File: src/rtl/arith_pkg.sv
// rtl/arith_pkg.sv - shared types and helpers for the digit-serial arithmetic blocks
package arith_pkg;

  typedef enum logic [1:0] {
    ST_IDLE = 2'd0,
    ST_RUN  = 2'd1,
    ST_DONE = 2'd2
  } state_e;

  localparam logic MODE_ADD = 1'b0;
  localparam logic MODE_SUB = 1'b1;

  // Counter width for n states, never narrower than one bit
  function automatic int cnt_width(input int n);
    return (n <= 2) ? 1 : $clog2(n);
  endfunction

endpackage

File: src/rtl/digit_adder.sv
// rtl/digit_adder.sv - combinational ripple adder for one DIGIT-bit slice
module digit_adder #(
  parameter int DIGIT = 1
) (
  input  logic [DIGIT-1:0] x,
  input  logic [DIGIT-1:0] y,
  input  logic             cin,
  output logic [DIGIT-1:0] s,
  output logic             cout,
  output logic             c_msb_in
);

  logic rc;

  // Ripple the carry across the slice, remembering the carry entering the top bit
  always_comb begin
    rc       = cin;
    s        = '0;
    c_msb_in = cin;
    for (int i = 0; i < DIGIT; i++) begin
      if (i == DIGIT - 1) c_msb_in = rc;
      s[i] = x[i] ^ y[i] ^ rc;
      rc   = (x[i] & y[i]) | (rc & (x[i] ^ y[i]));
    end
    cout = rc;
  end

endmodule

File: src/rtl/add_sub_serial_param.sv
// rtl/add_sub_serial_param.sv - digit-serial adder/subtractor with start/busy/done handshake
module add_sub_serial_param #(
  parameter int WIDTH = 8,
  parameter int DIGIT = 1
) (
  input  logic             clk,
  input  logic             rst,
  input  logic             start,
  input  logic             mode,
  input  logic [WIDTH-1:0] a,
  input  logic [WIDTH-1:0] b,
  output logic             busy,
  output logic             done,
  output logic [WIDTH-1:0] result,
  output logic             carry_out,
  output logic             overflow
);
  import arith_pkg::*;

  localparam int NDIG = WIDTH / DIGIT;
  localparam int CW   = cnt_width(NDIG);

  if ((WIDTH < 2) || (DIGIT < 1) || (WIDTH % DIGIT != 0)) begin : g_param_check
    $error("add_sub_serial_param: WIDTH must be >= 2 and a multiple of DIGIT");
  end

  state_e           state_q, state_d;
  logic [WIDTH-1:0] a_sh_q, a_sh_d;
  logic [WIDTH-1:0] b_sh_q, b_sh_d;
  logic [WIDTH-1:0] acc_q, acc_d;
  logic [WIDTH-1:0] result_q, result_d;
  logic             carry_q, carry_d;
  logic             cout_q, cout_d;
  logic             ovf_q, ovf_d;
  logic [CW-1:0]    cnt_q, cnt_d;

  logic [DIGIT-1:0] dig_s;
  logic             dig_cout;
  logic             dig_cmsb;
  logic [WIDTH-1:0] sum_ext;
  logic [WIDTH-1:0] acc_next;
  logic             last_digit;
  logic             ready;
  logic             capture;

  digit_adder #(.DIGIT(DIGIT)) u_digit (
    .x        (a_sh_q[DIGIT-1:0]),
    .y        (b_sh_q[DIGIT-1:0]),
    .cin      (carry_q),
    .s        (dig_s),
    .cout     (dig_cout),
    .c_msb_in (dig_cmsb)
  );

  assign last_digit = (cnt_q == CW'(NDIG - 1));
  assign ready      = (state_q == ST_IDLE) || (state_q == ST_DONE);
  assign capture    = start && ready;

  // New digit enters at the top of the accumulator while earlier digits move down
  always_comb begin
    sum_ext              = '0;
    sum_ext[DIGIT-1:0]   = dig_s;
    acc_next             = (acc_q >> DIGIT) | (sum_ext << (WIDTH - DIGIT));
  end

  // FSM next state: start is only honoured while ready
  always_comb begin
    state_d = state_q;
    case (state_q)
      ST_IDLE: if (start) state_d = ST_RUN;
      ST_RUN:  if (last_digit) state_d = ST_DONE;
      ST_DONE: state_d = start ? ST_RUN : ST_IDLE;
      default: state_d = ST_IDLE;
    endcase
  end

  // Datapath next state: capture operands, shift one digit per RUN cycle, publish on the last
  always_comb begin
    a_sh_d   = a_sh_q;
    b_sh_d   = b_sh_q;
    acc_d    = acc_q;
    carry_d  = carry_q;
    cnt_d    = cnt_q;
    result_d = result_q;
    cout_d   = cout_q;
    ovf_d    = ovf_q;
    if (capture) begin
      a_sh_d  = a;
      b_sh_d  = (mode == MODE_SUB) ? ~b : b;
      carry_d = (mode == MODE_SUB);
      cnt_d   = '0;
    end else if (state_q == ST_RUN) begin
      a_sh_d  = a_sh_q >> DIGIT;
      b_sh_d  = b_sh_q >> DIGIT;
      acc_d   = acc_next;
      carry_d = dig_cout;
      cnt_d   = cnt_q + CW'(1);
      if (last_digit) begin
        result_d = acc_next;
        cout_d   = dig_cout;
        ovf_d    = dig_cmsb ^ dig_cout;
      end
    end
  end

  // State register, abandoned immediately on reset
  always_ff @(posedge clk or posedge rst) begin
    if (rst) state_q <= ST_IDLE;
    else     state_q <= state_d;
  end

  // Shift registers, counter and published outputs
  always_ff @(posedge clk or posedge rst) begin
    if (rst) begin
      a_sh_q   <= '0;
      b_sh_q   <= '0;
      acc_q    <= '0;
      carry_q  <= 1'b0;
      cnt_q    <= '0;
      result_q <= '0;
      cout_q   <= 1'b0;
      ovf_q    <= 1'b0;
    end else begin
      a_sh_q   <= a_sh_d;
      b_sh_q   <= b_sh_d;
      acc_q    <= acc_d;
      carry_q  <= carry_d;
      cnt_q    <= cnt_d;
      result_q <= result_d;
      cout_q   <= cout_d;
      ovf_q    <= ovf_d;
    end
  end

  assign busy      = (state_q == ST_RUN);
  assign done      = (state_q == ST_DONE);
  assign result    = result_q;
  assign carry_out = cout_q;
  assign overflow  = ovf_q;

endmodule

File: config.mk
export PLATFORM = sky130hd
export DESIGN_NAME = add_sub_serial_param
export DESIGN_NICKNAME = d
export VERILOG_FILES = /design/src/rtl/arith_pkg.sv /design/src/rtl/digit_adder.sv /design/src/rtl/add_sub_serial_param.sv
export SDC_FILE = /design/constraint.sdc
export NUM_CORES = 1
export LEC_CHECK = 0
export ABC_AREA = 1
export CORE_ASPECT_RATIO = 1.5
export CORE_UTILIZATION = 50
export CTS_CLUSTER_SIZE = 20
export DETAILED_ROUTE_END_ITERATION = 6
export PLACE_DENSITY = 0.76
export SYNTH_ARGS = -nofsm -noshare
export SYNTH_HDL_FRONTEND = slang
export SYNTH_SLANG_ARGS = --single-unit
export TNS_END_PERCENT = 50
File: constraint.sdc
create_clock -name clk -period 1.6 [get_ports clk]
set_input_delay 0.32 -clock clk [delete_from_list [all_inputs] [get_ports clk]]
set_output_delay 0.32 -clock clk [all_outputs]
set_load 0.005 [all_outputs]
==> results.ini <==
[status]
status=finished, final reports clean

[min_path]
min_path_type=input port to async pin

[route]
drt-wirelength-per-cell_um=12.20
drt_iter0_markers=48
drt_pass1_iterations=4
drt_wl_total_um=3879
via_count=1569
ant_nets=0
drt-vias-per-instance=4.934
drc=0

[critical_path]
r2r.worst_path.cells=5
setup.worst_path.start=state_q[1]
cp-endpoint=busy
worstPathRequired_ns=1.28
timing.rr.end=result[6]
reg2reg_setup_slack_ns=0.26
crit_type=flop to output port
cp-end-kind=output port
worst_setup_path_start_kind=flop
cp_max_fo=2
reg2reg_from=cnt_q[0]
cp.arrival_ns=1.20

[sta]
period_minus_slack_ns=1.518
tightest_slew_ns=0.2344
setup_viol=0
fin_skew_ns=0.006386
drv_slew=0
hold_viol_final=0
max_freq_mhz=658.9
rsz0062_at_grt=no
timing.final.crit_share_pct=94.85
fin_setup_tns_ns=0
slew-limit-headroom_pct=84.36

[power]
swShare_pct=36.21
power.density_mw_per_mm2=1907
pwr-share-comb_pct=41.5
leakage_nw=1.277
p_int_mw=2.947
p_switching_mw=1.673
power_mw=4.620
clkPwrFrac_pct=20.9
seq_power_share_pct=37.6
ir_drop_uv=1291

[cts]
cts.clk_slew.worst_paths_ns=0.08
clock-sinks=39
clk_latency_ns=0.29
cts_buffer_depth=2
cts_buffers=5
hold_buffers=0
root_buffer=clkbuf_8
cts_tree=done
htreeDepth=2

[yosys]
synth_top_family_by_area=simple AND/OR/NAND/NOR gates
synth-seq-area-share_pct=52.38
synth_compound_gate_area_share_pct=6.447
avgSynthCellArea_um2=8.030
syn_area_mm2=0.001863
synthAdderAreaFrac_pct=2.418
ys_ff_latch=39
synth_nets=255
ys_types=19
synth.area.mux_share_pct=0
yosys_warnings=0
synthSimpleGateAreaFrac_pct=29.21
synth_xor_area_share_pct=0.4701
syn_inst=232

[layout]
final_common_cell=nand2_1
fillerInstances=276
drive_gt1_share_pct=12.68
antenna_cells=0
postLayoutCoreUtil_pct=69.59
layout_common_cells=94 x nand2_1, 38 x dfrtp_1, 29 x inv_1, 29 x clkdlybuf4s50_1, 28 x nand3_1
area_growth_pct=30.02
fin_nets=298

[global_route]
grt_pass1_wl_um=6686
grt_overflow=0
grt_max_degree=40
grt_use_total_pct=22.59
antenna_found_initial=0
grt_pass1_vias=1584

[place]
port_buffers=31
gp_congestion=0.8064
dp_hpwl_um=2686

[floorplan]
die_y_um=76.76
core_mm2=0.003481
boundaryPins=32
die_area_mm2=0.003979
rows=26
fp.dieW_um=51.84
start_util_pct=53.52

[flow_run]
cap_violations=0

[how the worst min path moves through the flow]
stage	start	to	slack, ns
after global placement	cnt_q[1]	cnt_q[1]	0.46
after detailed placement	acc_q[1]	result[0]	0.46
final	rst	result[1]	0.37
after CTS	rst	result[2]	0.39
after floorplan	a[7]	a_sh_q[7]	0.44
after global routing	rst	result[1]	0.42
[routing by layer]
metal / track usage [%] / routed length [um] / vias up
li1: - / - / 795
met3: 4.167 / 131 / 7
met4: 10.27 / 76 / 0
met1: 27.21 / 1657 / 721
met5: 0 / 0 / -
met2: 37.69 / 2013 / 46
[critical path, stage by stage, from the launching register on]
cell and delay, ns:
dfrtp_1 0.41, buf_4 0.16, nor2_4 0.10, dlygate4sd2_1 0.23
[registers in the layout, summed over array words and instances, names as in the netlist]
name	cells
state_q	2
cnt_q	3
overflow	1
acc_q	7
carry_q	1
a_sh_q	8
result	8
carry_out	1
b_sh_q	8
[through the flow]
| step | hold slack [ns] | worst slack [ns] | area (um2) | instances |
|---|---|---|---|---|
| 3_5_place_dp | 0.4642 | 0.05493 | 2283 | 309 |
| 2_1_floorplan | 0.4410 | 0.3830 | 1863 | 232 |
| 3_3_place_gp | 0.4579 | 0.1136 | 2283 | 309 |
| 6_report | 0.3691 | 0.08242 | 2422 | 318 |
| 5_1_grt | 0.4153 | 0.06022 | 2422 | 318 |
| 4_1_cts | 0.3866 | 0.09989 | 2422 | 318 |
[cell usage after synthesis]
library cell / count / area (um2)
nand2_1: 94 / 352.8
dfrtp_1: 39 / 975.9
inv_1: 30 / 112.6
nand3_1: 28 / 140.1
o21ai_0: 9 / 45.04
o21ai_2: 8 / 70.07
nor2_1: 6 / 22.52
buf_2: 3 / 15.01
clkbuf_1: 3 / 11.26
buf_4: 2 / 15.01
ha_1: 2 / 25.02
a21oi_1: 1 / 5.000
buf_6: 1 / 11.26
fa_1: 1 / 20.02
inv_2: 1 / 3.750
nand2_4: 1 / 11.26
nor2_4: 1 / 11.26
or2_2: 1 / 6.260
xor2_1: 1 / 8.760
[cell families after synthesis]
logic type / after synthesis
simple gates: 131
compound gates: 18
buf+inv: 40
flops: 39
fa+ha+maj: 3
xor+xnor: 1
[power by group through the flow]
stage          Clock (mW)  Sequential (mW)  Combinational, mW
2_1_floorplan           0             1.67               1.23
5_1_grt              1.03             1.79               2.20
3_5_place_dp            0             1.74               1.90
4_1_cts             0.974             1.73               1.93
3_3_place_gp            0             1.72               1.84
6_report            0.968             1.74               1.92
[layout make-up]
type | instances | area, um2 | share of cell area, %
timing repair buffer | 45 | 425.4 | 17.56
clock buffer | 6 | 72.57 | 2.996
tap | 42 | 52.55 | 2.169
inverter | 31 | 116.4 | 4.804
sequential | 39 | 977.2 | 40.34
multi-input combinational | 153 | 718.2 | 29.65
clock inverter | 2 | 60.06 | 2.479
[what timing repair did]
action                                  4_1_cts  5_1_grt
endpoints found under the setup margin        2        0
setup buffers                                 1        0
resized for setup                             4        0
Power figures use the tool's default switching activity.
